--- config.mk ---
export PLATFORM = sky130hd
export DESIGN_NAME = pipe_ctrl
export DESIGN_NICKNAME = d
export VERILOG_FILES = /design/src/rtl/pipe_pkg.sv /design/src/rtl/fwd_unit.sv /design/src/rtl/pipe_ctrl.sv
export SDC_FILE = /design/constraint.sdc
export NUM_CORES = 1
export LEC_CHECK = 0
export CORE_MARGIN = 3
export CORE_UTILIZATION = 46
export DETAILED_ROUTE_END_ITERATION = 7
export PLACE_DENSITY = 0.85
export SLEW_MARGIN = 20
export SYNTH_ARGS = -nofsm -noshare
export SYNTH_HDL_FRONTEND = slang
export SYNTH_SLANG_ARGS = --single-unit
--- constraint.sdc ---
create_clock -name clk -period 2.54 [get_ports clk]
set_input_delay 0.762 -clock clk [delete_from_list [all_inputs] [get_ports clk]]
set_output_delay 0.762 -clock clk [all_outputs]
set_load 0.05 [all_outputs]
--- src/rtl/pipe_pkg.sv ---
// Shared types for the LEGv8 pipeline sequencing controller: shadow stage
// control record, forwarding select encoding and controller FSM states.
package pipe_pkg;
  localparam int ZERO_REG = 31;

  typedef struct packed {
    logic       valid;
    logic [4:0] rd;
    logic       regwrite;
    logic       memread;
    logic       memwrite;
    logic       branch;
    logic [4:0] rn;
    logic [4:0] r2;
    logic       use_rn;
    logic       use_r2;
  } stage_ctrl_t;

  typedef enum logic [1:0] {
    FWD_RF  = 2'b00,
    FWD_WB  = 2'b01,
    FWD_MEM = 2'b10
  } fwd_sel_t;

  typedef enum logic {
    RUN      = 1'b0,
    MEM_WAIT = 1'b1
  } pc_state_t;
endpackage

--- src/rtl/fwd_unit.sv ---
// Forwarding select for one ALU operand; the EX/MEM producer beats MEM/WB
// so the youngest value of a register always wins.
module fwd_unit #(
  parameter int ZERO_REG = 31
) (
  input  logic [4:0] src,
  input  logic       use_src,
  input  logic       mem_wr,
  input  logic [4:0] mem_rd,
  input  logic       wb_wr,
  input  logic [4:0] wb_rd,
  output logic [1:0] sel
);
  import pipe_pkg::*;

  localparam logic [4:0] ZR = 5'(ZERO_REG);

  always_comb begin
    sel = FWD_RF;
    if (use_src && mem_wr && mem_rd != ZR && mem_rd == src)
      sel = FWD_MEM;
    else if (use_src && wb_wr && wb_rd != ZR && wb_rd == src)
      sel = FWD_WB;
  end
endmodule

--- src/rtl/pipe_ctrl.sv ---
// Sequencing controller for the 5-stage LEGv8 pipeline: shadows EX/MEM/WB
// control, drives enables/flushes, hazards, forwarding and perf counters.
module pipe_ctrl #(
  parameter int CNT_W    = 16,
  parameter int ZERO_REG = 31
) (
  input  logic             clk,
  input  logic             reset,
  input  logic             id_valid,
  input  logic [4:0]       id_rn,
  input  logic [4:0]       id_r2,
  input  logic             id_use_rn,
  input  logic             id_use_r2,
  input  logic [4:0]       id_rd,
  input  logic             id_regwrite,
  input  logic             id_memread,
  input  logic             id_memwrite,
  input  logic             id_branch,
  input  logic             mem_zero,
  input  logic             dmem_ready,
  output logic             pc_en,
  output logic             pc_src,
  output logic             ifid_en,
  output logic             ifid_flush,
  output logic             idex_en,
  output logic             idex_bubble,
  output logic             exmem_en,
  output logic             exmem_flush,
  output logic             memwb_en,
  output logic             dmem_req,
  output logic [1:0]       fwd_a,
  output logic [1:0]       fwd_b,
  output logic [CNT_W-1:0] stall_cnt,
  output logic [CNT_W-1:0] flush_cnt
);
  import pipe_pkg::*;

  localparam logic [4:0] ZR = 5'(ZERO_REG);

  stage_ctrl_t ex, mem, wb, id_ctrl;
  pc_state_t   state, state_nx;
  logic        mem_pending, frozen, br_taken, load_use, stall_inc;

  assign id_ctrl = '{valid: id_valid, rd: id_rd, regwrite: id_regwrite,
                     memread: id_memread, memwrite: id_memwrite,
                     branch: id_branch, rn: id_rn, r2: id_r2,
                     use_rn: id_use_rn, use_r2: id_use_r2};

  assign mem_pending = mem.valid & (mem.memread | mem.memwrite);
  assign dmem_req    = mem_pending;
  // Freeze starts in the same cycle the access reaches MEM, not a cycle later.
  assign frozen      = mem_pending & ~dmem_ready;
  assign br_taken    = mem.valid & mem.branch & mem_zero & ~frozen;
  assign load_use    = ex.valid & ex.memread & (ex.rd != ZR) & id_valid &
                       ((id_use_rn & (id_rn == ex.rd)) |
                        (id_use_r2 & (id_r2 == ex.rd)));
  assign stall_inc   = frozen | (~br_taken & load_use);

  always_ff @(posedge clk) begin
    if (reset) state <= RUN;
    else       state <= state_nx;
  end

  always_comb begin
    state_nx = state;
    case (state)
      RUN:      if (frozen) state_nx = MEM_WAIT;
      MEM_WAIT: if (dmem_ready || !mem_pending) state_nx = RUN;
      default:  state_nx = RUN;
    endcase
  end

  always_comb begin
    pc_en       = 1'b1;
    pc_src      = 1'b0;
    ifid_en     = 1'b1;
    ifid_flush  = 1'b0;
    idex_en     = 1'b1;
    idex_bubble = 1'b0;
    exmem_en    = 1'b1;
    exmem_flush = 1'b0;
    memwb_en    = 1'b1;
    if (frozen) begin
      pc_en    = 1'b0;
      ifid_en  = 1'b0;
      idex_en  = 1'b0;
      exmem_en = 1'b0;
      memwb_en = 1'b0;
    end else if (br_taken) begin
      pc_src      = 1'b1;
      ifid_flush  = 1'b1;
      idex_bubble = 1'b1;
      exmem_flush = 1'b1;
    end else if (load_use) begin
      pc_en       = 1'b0;
      ifid_en     = 1'b0;
      idex_bubble = 1'b1;
    end
  end

  always_ff @(posedge clk) begin
    if (reset) begin
      ex        <= '0;
      mem       <= '0;
      wb        <= '0;
      stall_cnt <= '0;
      flush_cnt <= '0;
    end else begin
      if (idex_en)  ex  <= idex_bubble ? '0 : id_ctrl;
      if (exmem_en) mem <= exmem_flush ? '0 : ex;
      if (memwb_en) wb  <= mem;
      if (stall_inc && stall_cnt != '1) stall_cnt <= stall_cnt + 1'b1;
      if (br_taken  && flush_cnt != '1) flush_cnt <= flush_cnt + 1'b1;
    end
  end

  fwd_unit #(.ZERO_REG(ZERO_REG)) u_fwd_a (
    .src(ex.rn), .use_src(ex.use_rn),
    .mem_wr(mem.valid & mem.regwrite), .mem_rd(mem.rd),
    .wb_wr(wb.valid & wb.regwrite), .wb_rd(wb.rd), .sel(fwd_a));

  fwd_unit #(.ZERO_REG(ZERO_REG)) u_fwd_b (
    .src(ex.r2), .use_src(ex.use_r2),
    .mem_wr(mem.valid & mem.regwrite), .mem_rd(mem.rd),
    .wb_wr(wb.valid & wb.regwrite), .wb_rd(wb.rd), .sel(fwd_b));

  // Shadow fields kept for completeness but not consumed by any decision.
  logic unused_bits;
  assign unused_bits = ^{ex, mem, wb};
endmodule

# After elaboration in Yosys (flattened, before gate mapping)
# Cells that the tools add are included.
[word_totals]
word_cells = 83
reg_bits = 71
output_inout_bits = 46
[classes]
n_addsub = 2
n_reduce_logical = 14
n_eq_ne = 11
bitwise_logic = 20
mux = 15
[op_table]
columns = ["op", "count"]
rows = [
  ["22-bit 2-to-1 mux", 2],
  ["16-bit by 1-bit adder with 16-bit output, second input constant", 2],
  ["16-bit != test, second input constant", 2],
  ["5-bit == test", 6],
  ["5-bit != test, second input constant", 3],
  ["1-bit bitwise AND", 14],
  ["1-bit logical AND", 14],
  ["1-bit 2-to-1 mux", 11],
  ["2-bit 2-to-1 mux", 2],
  ["1-bit NOT", 3],
  ["1-bit OR", 3],
]

# Logic depth before layout (Yosys ltp)
[logic_depth]
ltp_word = 9
mapped_depth = 7
depth_no_buf = 7

# Cells and area by module
# From an unflattened synthesis, not the netlist that was laid out.
[hier_totals]
hier_cells = 405
area_unflattened_um2 = 3372.0
[by_module_without_submodules]
columns = ["module", "cells_each", "area_each_um2", "instances"]
rows = [
  ["pipe_ctrl", 363, 3069.2, 1],
  ["fwd_unit", 21, 151.4, 2],
]

# Worst setup path before layout
# Ideal clock, no wire load.
[synth_path]
path_kind = "in2out"
start = "in id_r2[0]"
end = "out idex_bubble"
required_ns = 1.778
path_buffers = 0
arrival_time_ns = 2.457
setup_slack_ns = -0.679
cell_stages = 4
cell_sequence = "xnor2_1 -> nand4_1 -> o22a_1 -> o31ai_1"
[synth_via]
elab_chain_cells = 7
[synth_lines]
columns = ["item", "line", "rtl"]
rows = [
  ["start: declaration", "pipe_ctrl.sv:11", "input logic [4:0] id_r2,"],
  ["5-bit == test", "pipe_ctrl.sv:56", "(id_use_r2 & (id_r2 == ex.rd)));"],
  ["1-bit bitwise AND", "pipe_ctrl.sv:56", ""],
  ["1-bit OR", "pipe_ctrl.sv:55", "((id_use_rn & (id_rn == ex.rd)) |"],
  ["1-bit bitwise AND", "pipe_ctrl.sv:54", "assign load_use = ex.valid & ex.memread & (ex.rd != ZR) & id_valid &"],
  ["1-bit 2-to-1 mux", "pipe_ctrl.sv:94", "end else if (load_use) begin"],
  ["1-bit 2-to-1 mux", "pipe_ctrl.sv:89", "end else if (br_taken) begin"],
  ["1-bit 2-to-1 mux", "pipe_ctrl.sv:83", "if (frozen) begin"],
  ["end: declaration", "pipe_ctrl.sv:26", "output logic idex_bubble,"],
]
# Every way passes these cells.

# Worst setup path after layout
[layout_path]
start = "in id_rn[4]"
end = "out pc_en"
[layout_via]
elab_chain_cells = 7
[layout_lines]
columns = ["item", "line", "rtl"]
rows = [
  ["start: declaration", "pipe_ctrl.sv:10", "input logic [4:0] id_rn,"],
  ["5-bit == test", "pipe_ctrl.sv:55", ""],
  ["1-bit bitwise AND", "pipe_ctrl.sv:55", ""],
  ["1-bit OR", "pipe_ctrl.sv:55", ""],
  ["1-bit bitwise AND", "pipe_ctrl.sv:54", ""],
  ["1-bit 2-to-1 mux", "pipe_ctrl.sv:94", ""],
  ["1-bit 2-to-1 mux", "pipe_ctrl.sv:89", ""],
  ["1-bit 2-to-1 mux", "pipe_ctrl.sv:83", ""],
  ["end: declaration", "pipe_ctrl.sv:21", "output logic pc_en,"],
]
# Every way passes these cells.

==> run summary <==
===============================================================================
Status                                                             finished with violations
Violated checks                                                    setup timing
Final Max Slew Viols                                                          0
Number of H-tree branching levels                                             3
Switching power share of the total                                        25.1%
Floorplan die area                                                 0.00824 sq mm
Kind of end point of the critical path                               output pin
Synth async-reset ratio                                                      0%
Critical Path Fanout Max                                                      3
Total non-filler cell area in the finished layout                  0.00499 sq mm
Maximum cell stage delay along the critical path                        0.42 ns
Pre-CTS setup slack                                                   -0.712 ns
Met3 routed WL                                                      672 microns
CTS Buffer Depth                                                              2
# diodes                                                                      0
Worst-path clk slew                                                     0.07 ns
Sequential element share of the synthesized area                          43.0%
Detail-routed net length per standard cell                         17.4 microns
Post-placement cell count                                                   574
Final hold viol count                                                         0
Syn_nets                                                                    427
Max-capacitance violation count                                               0
Worst R2R Setup Slack                                                      0 ns
Worst Path Required                                                     1.78 ns
Synthesized area                                                   0.00331 sq mm
Average cell area after synthesis                                    8.29 sq um
Final estimated routing congestion in global placement                    0.912
Internal power component                                              0.00183 W
Horizontal die dimension                                           90.8 microns
Highest clock frequency the design can meet                             349 MHz
Hold buffers post-CTS                                                         0
RSZ-0062 raised after global routing                                       true
Type of the worst min-delay path                                     reg -> reg
Pin count of the biggest net entering global routing                         34
Setup slack after layout                                              -0.326 ns
Number of enable flip-flop cells after synthesis                              0
Total length of routed wires                                       10600 microns
Number of global-route vias before repair                                  3522
Clock latency on the worst-skew pair                                    0.36 ns
Number of DRC violations after detailed routing                               0
Initial antenna violation count                                               1
Leakage power                                                           1.94 nW
Io pins                                                                      72
Top flip-flop cell by instance count after synthesis               sky130_fd_sc_hd__dfxtp_1
Share of the clock period used by the worst path after layout              113%
Switching power                                                      0.000614 W
Sinks on Clock Net                                                           71
Leftover overflow at the end of global routing                                0
Standard cell area after detailed placement                        0.00438 sq mm
Area of the core                                                   0.00687 sq mm
Sum of net half-perimeters after detailed placement                6520 microns
Critical-path cell list                                            buf_8, xnor2_4, nand4_1, o22a_2, o31a_1, buf_12
Worst path arrival time                                                 2.10 ns
Clock tree from TritonCTS                                                 built
Top Layer Used                                                             met5
Sort of element at the start of the critical path                    input port
Met1 wire length                                                   4170 microns
Flip-flop and latch count after synthesis                                    71
Inserted Clock Buffers                                                        9
Hold slack                                                             0.463 ns
Actual transition at the worst max-transition pin                      0.685 ns
Fill cells                                                                  472
Cell at the root of the clock tree                                 sky130_fd_sc_hd__clkbuf_8
Cells after synthesis                                                       399
Total routing resource utilization after global routing                   25.4%
Number of nets in the layout                                                540
Vias per cell                                                              5.74
Count of antenna-violating nets left after detailed routing                   0
Cell Rows                                                                    30
Final setup vio count                                                         5
Largest clock skew in the final design                                0.0108 ns
Cell Count, Final, Fillers Out                                              613
Initial cell density of the core                                          48.1%
Share of cells above drive strength 1                                     27.1%
Category of the critical setup timing path                            in -> out
Power per Cell Area                                                 491 mW/mm^2
Maximum vdd drop                                                       0.255 mV
Combinational group share of total power                                  10.2%
Area added between synthesis and finish                                   50.8%
Slew Limit Headroom                                                       54.1%
Total of buffers placed on input and output ports                            71
Die Y                                                              90.8 microns
Number of DRC markers after the initial detailed-route iteration            285
Post-layout min period                                                  2.87 ns
Syn. warnings                                                                 0
Setup tns final                                                       -0.989 ns
Number of different library cells in the post-synthesis netlist              42
Part of the total power dissipated in the clock network                   41.2%
Global-route wire length before repair                             16900 microns
Power share of the sequential group                                       48.6%
Detailed route wirelength on metal2                                5350 microns
Count of vias placed by the detailed router                                3517
Slowest stage cell on the critical path                            sky130_fd_sc_hd__o31a_1
TritonRoute pass-1 iters                                                      5
===============================================================================
routing by layer:
layer / global-route usage [%] / vias up
li1: - / 1622
met1: 29.7 / 1696
met2: 42.8 / 153
met3: 5.67 / 44
met4: 14.2 / 2
met5: 0 / -
state kept, by name (all words and copies together), names as in the netlist:
| name | flops |
|---|---|
| ex | 22 |
| wb | 7 |
| stall_cnt | 16 |
| flush_cnt | 16 |
| mem | 10 |
per-stage QoR:
| stage | power (W) | util, % |
|---|---|---|
| floorplan | 0.00130 | - |
| global placement | 0.00139 | 63.8 |
| detailed placement | 0.00140 | 63.8 |
| CTS | 0.00241 | 70.2 |
| global route | 0.00252 | 72.6 |
| finish | 0.00245 | 72.6 |
logic make-up (layout without fill, tap and decap cells):
logic type	after synthesis	in the layout	share of synthesized area [%]
compound gates	79	79	15.3
xor+xnor	45	45	11.9
fa+ha+maj	2	2	0.757
buf+inv	27	145	3.67
flops	71	71	43.0
mux	4	4	1.32
simple gates	171	171	24.1
cell type report:
cell class | count | area, sq um | area share (%)
Multi-Input combinational cell | 301 | 1970 | 39.5
Sequential cell | 71 | 1440 | 28.8
Timing Repair Buffer | 122 | 1210 | 24.3
Clock buffer | 9 | 124 | 2.48
Tap cell | 96 | 120 | 2.41
Clock inverter | 7 | 95.1 | 1.91
Inverter | 7 | 30.0 | 0.602
synthesized netlist by cell type, types with 4 or more instances:
| master | count | area (sq um) |
|---|---|---|
| sky130_fd_sc_hd__a21oi_1 | 41 | 205 |
| sky130_fd_sc_hd__buf_4 | 5 | 37.5 |
| sky130_fd_sc_hd__nor4_1 | 4 | 25.0 |
| sky130_fd_sc_hd__nand3_1 | 13 | 65.1 |
| sky130_fd_sc_hd__xnor2_1 | 17 | 149 |
| sky130_fd_sc_hd__and4_1 | 4 | 35.0 |
| sky130_fd_sc_hd__inv_1 | 7 | 26.3 |
| sky130_fd_sc_hd__dfxtp_1 | 71 | 1420 |
| sky130_fd_sc_hd__nand4_1 | 12 | 75.1 |
| sky130_fd_sc_hd__nor2_1 | 28 | 105 |
| sky130_fd_sc_hd__o21ai_0 | 6 | 30.0 |
| sky130_fd_sc_hd__clkbuf_1 | 14 | 52.6 |
| sky130_fd_sc_hd__a22o_1 | 9 | 78.8 |
| sky130_fd_sc_hd__or3_1 | 6 | 37.5 |
| sky130_fd_sc_hd__nor3_1 | 9 | 45.0 |
| sky130_fd_sc_hd__nand2_1 | 79 | 297 |
| sky130_fd_sc_hd__or4_1 | 4 | 30.0 |
| sky130_fd_sc_hd__xor2_1 | 28 | 245 |
| sky130_fd_sc_hd__and3_1 | 5 | 31.3 |
| sky130_fd_sc_hd__o31ai_1 | 7 | 52.6 |
critical path: cells and delay by family:
kind	cells	cell delay (ns)
xor gates and xnor gates	1	0.15
and+or+nand+nor	1	0.19
AOI/OAI and AO/OA	2	0.70
buffers and inverters	2	0.30
layout by cell type, fill, tap and decap left out, types with 3 or more instances in the layout:
cell type                         synthesis  layout
sky130_fd_sc_hd__nor4_1                   4       3
sky130_fd_sc_hd__inv_1                    7       5
sky130_fd_sc_hd__nand3_1                 13      13
sky130_fd_sc_hd__nor3_1                   9       6
sky130_fd_sc_hd__xor2_1                  28      28
sky130_fd_sc_hd__or3_1                    6       5
sky130_fd_sc_hd__o21ai_1                  1       3
sky130_fd_sc_hd__xnor2_2                  0       5
sky130_fd_sc_hd__nor3_2                   0       3
sky130_fd_sc_hd__a21oi_2                  0       5
sky130_fd_sc_hd__clkdlybuf4s50_1          0      42
sky130_fd_sc_hd__clkbuf_8                 0       9
sky130_fd_sc_hd__dfxtp_2                  0       9
sky130_fd_sc_hd__a21oi_1                 41      36
sky130_fd_sc_hd__nand4_1                 12      12
sky130_fd_sc_hd__buf_6                    0      11
sky130_fd_sc_hd__dlygate4sd2_1            0       5
sky130_fd_sc_hd__nand2_1                 79      78
sky130_fd_sc_hd__buf_2                    1       4
sky130_fd_sc_hd__nor2_1                  28      27
sky130_fd_sc_hd__buf_12                   0       9
sky130_fd_sc_hd__o21ai_0                  6       4
sky130_fd_sc_hd__a22o_1                   9       9
sky130_fd_sc_hd__o31ai_1                  7       5
sky130_fd_sc_hd__xnor2_1                 17      10
sky130_fd_sc_hd__mux2_2                   3       3
sky130_fd_sc_hd__buf_8                    0       3
sky130_fd_sc_hd__and3_1                   5       5
sky130_fd_sc_hd__dfxtp_1                 71      61
sky130_fd_sc_hd__buf_4                    5      47
sky130_fd_sc_hd__or4_4                    0       4
what timing repair did:
item,in CTS,in global routing
pin swaps,24,29
buffers inserted,24,6
setup endpoints to repair,29,20
gates resized for setup,72,43
final timing paths:
path | depth (start not counted) | startpoint | end
worst max-delay path | 6 | id_rn[4] | pc_en
worst min-delay path | 2 | ex[15]$_SDFFE_PP0P_ | ex[15]$_SDFFE_PP0P_
worst max register to register | 8 | ex[20]$_SDFFE_PP0P_ | stall_cnt[12]$_SDFFE_PP0P_
worst min register to register | 2 | ex[15]$_SDFFE_PP0P_ | ex[15]$_SDFFE_PP0P_
power by group through the flow:
| stage | sequential (W) | clock (W) | combinational, W |
|---|---|---|---|
| final | 0.00119 | 0.00101 | 0.000250 |
| after global routing | 0.00119 | 0.00105 | 0.000269 |
| after CTS | 0.00118 | 0.00100 | 0.000224 |
| after detailed placement | 0.00121 | 0 | 0.000190 |
| after global placement | 0.00121 | 0 | 0.000184 |
| after floorplan | 0.00120 | 0 | 0.000103 |
No activity file was read; power rests on OpenSTA's default activity.
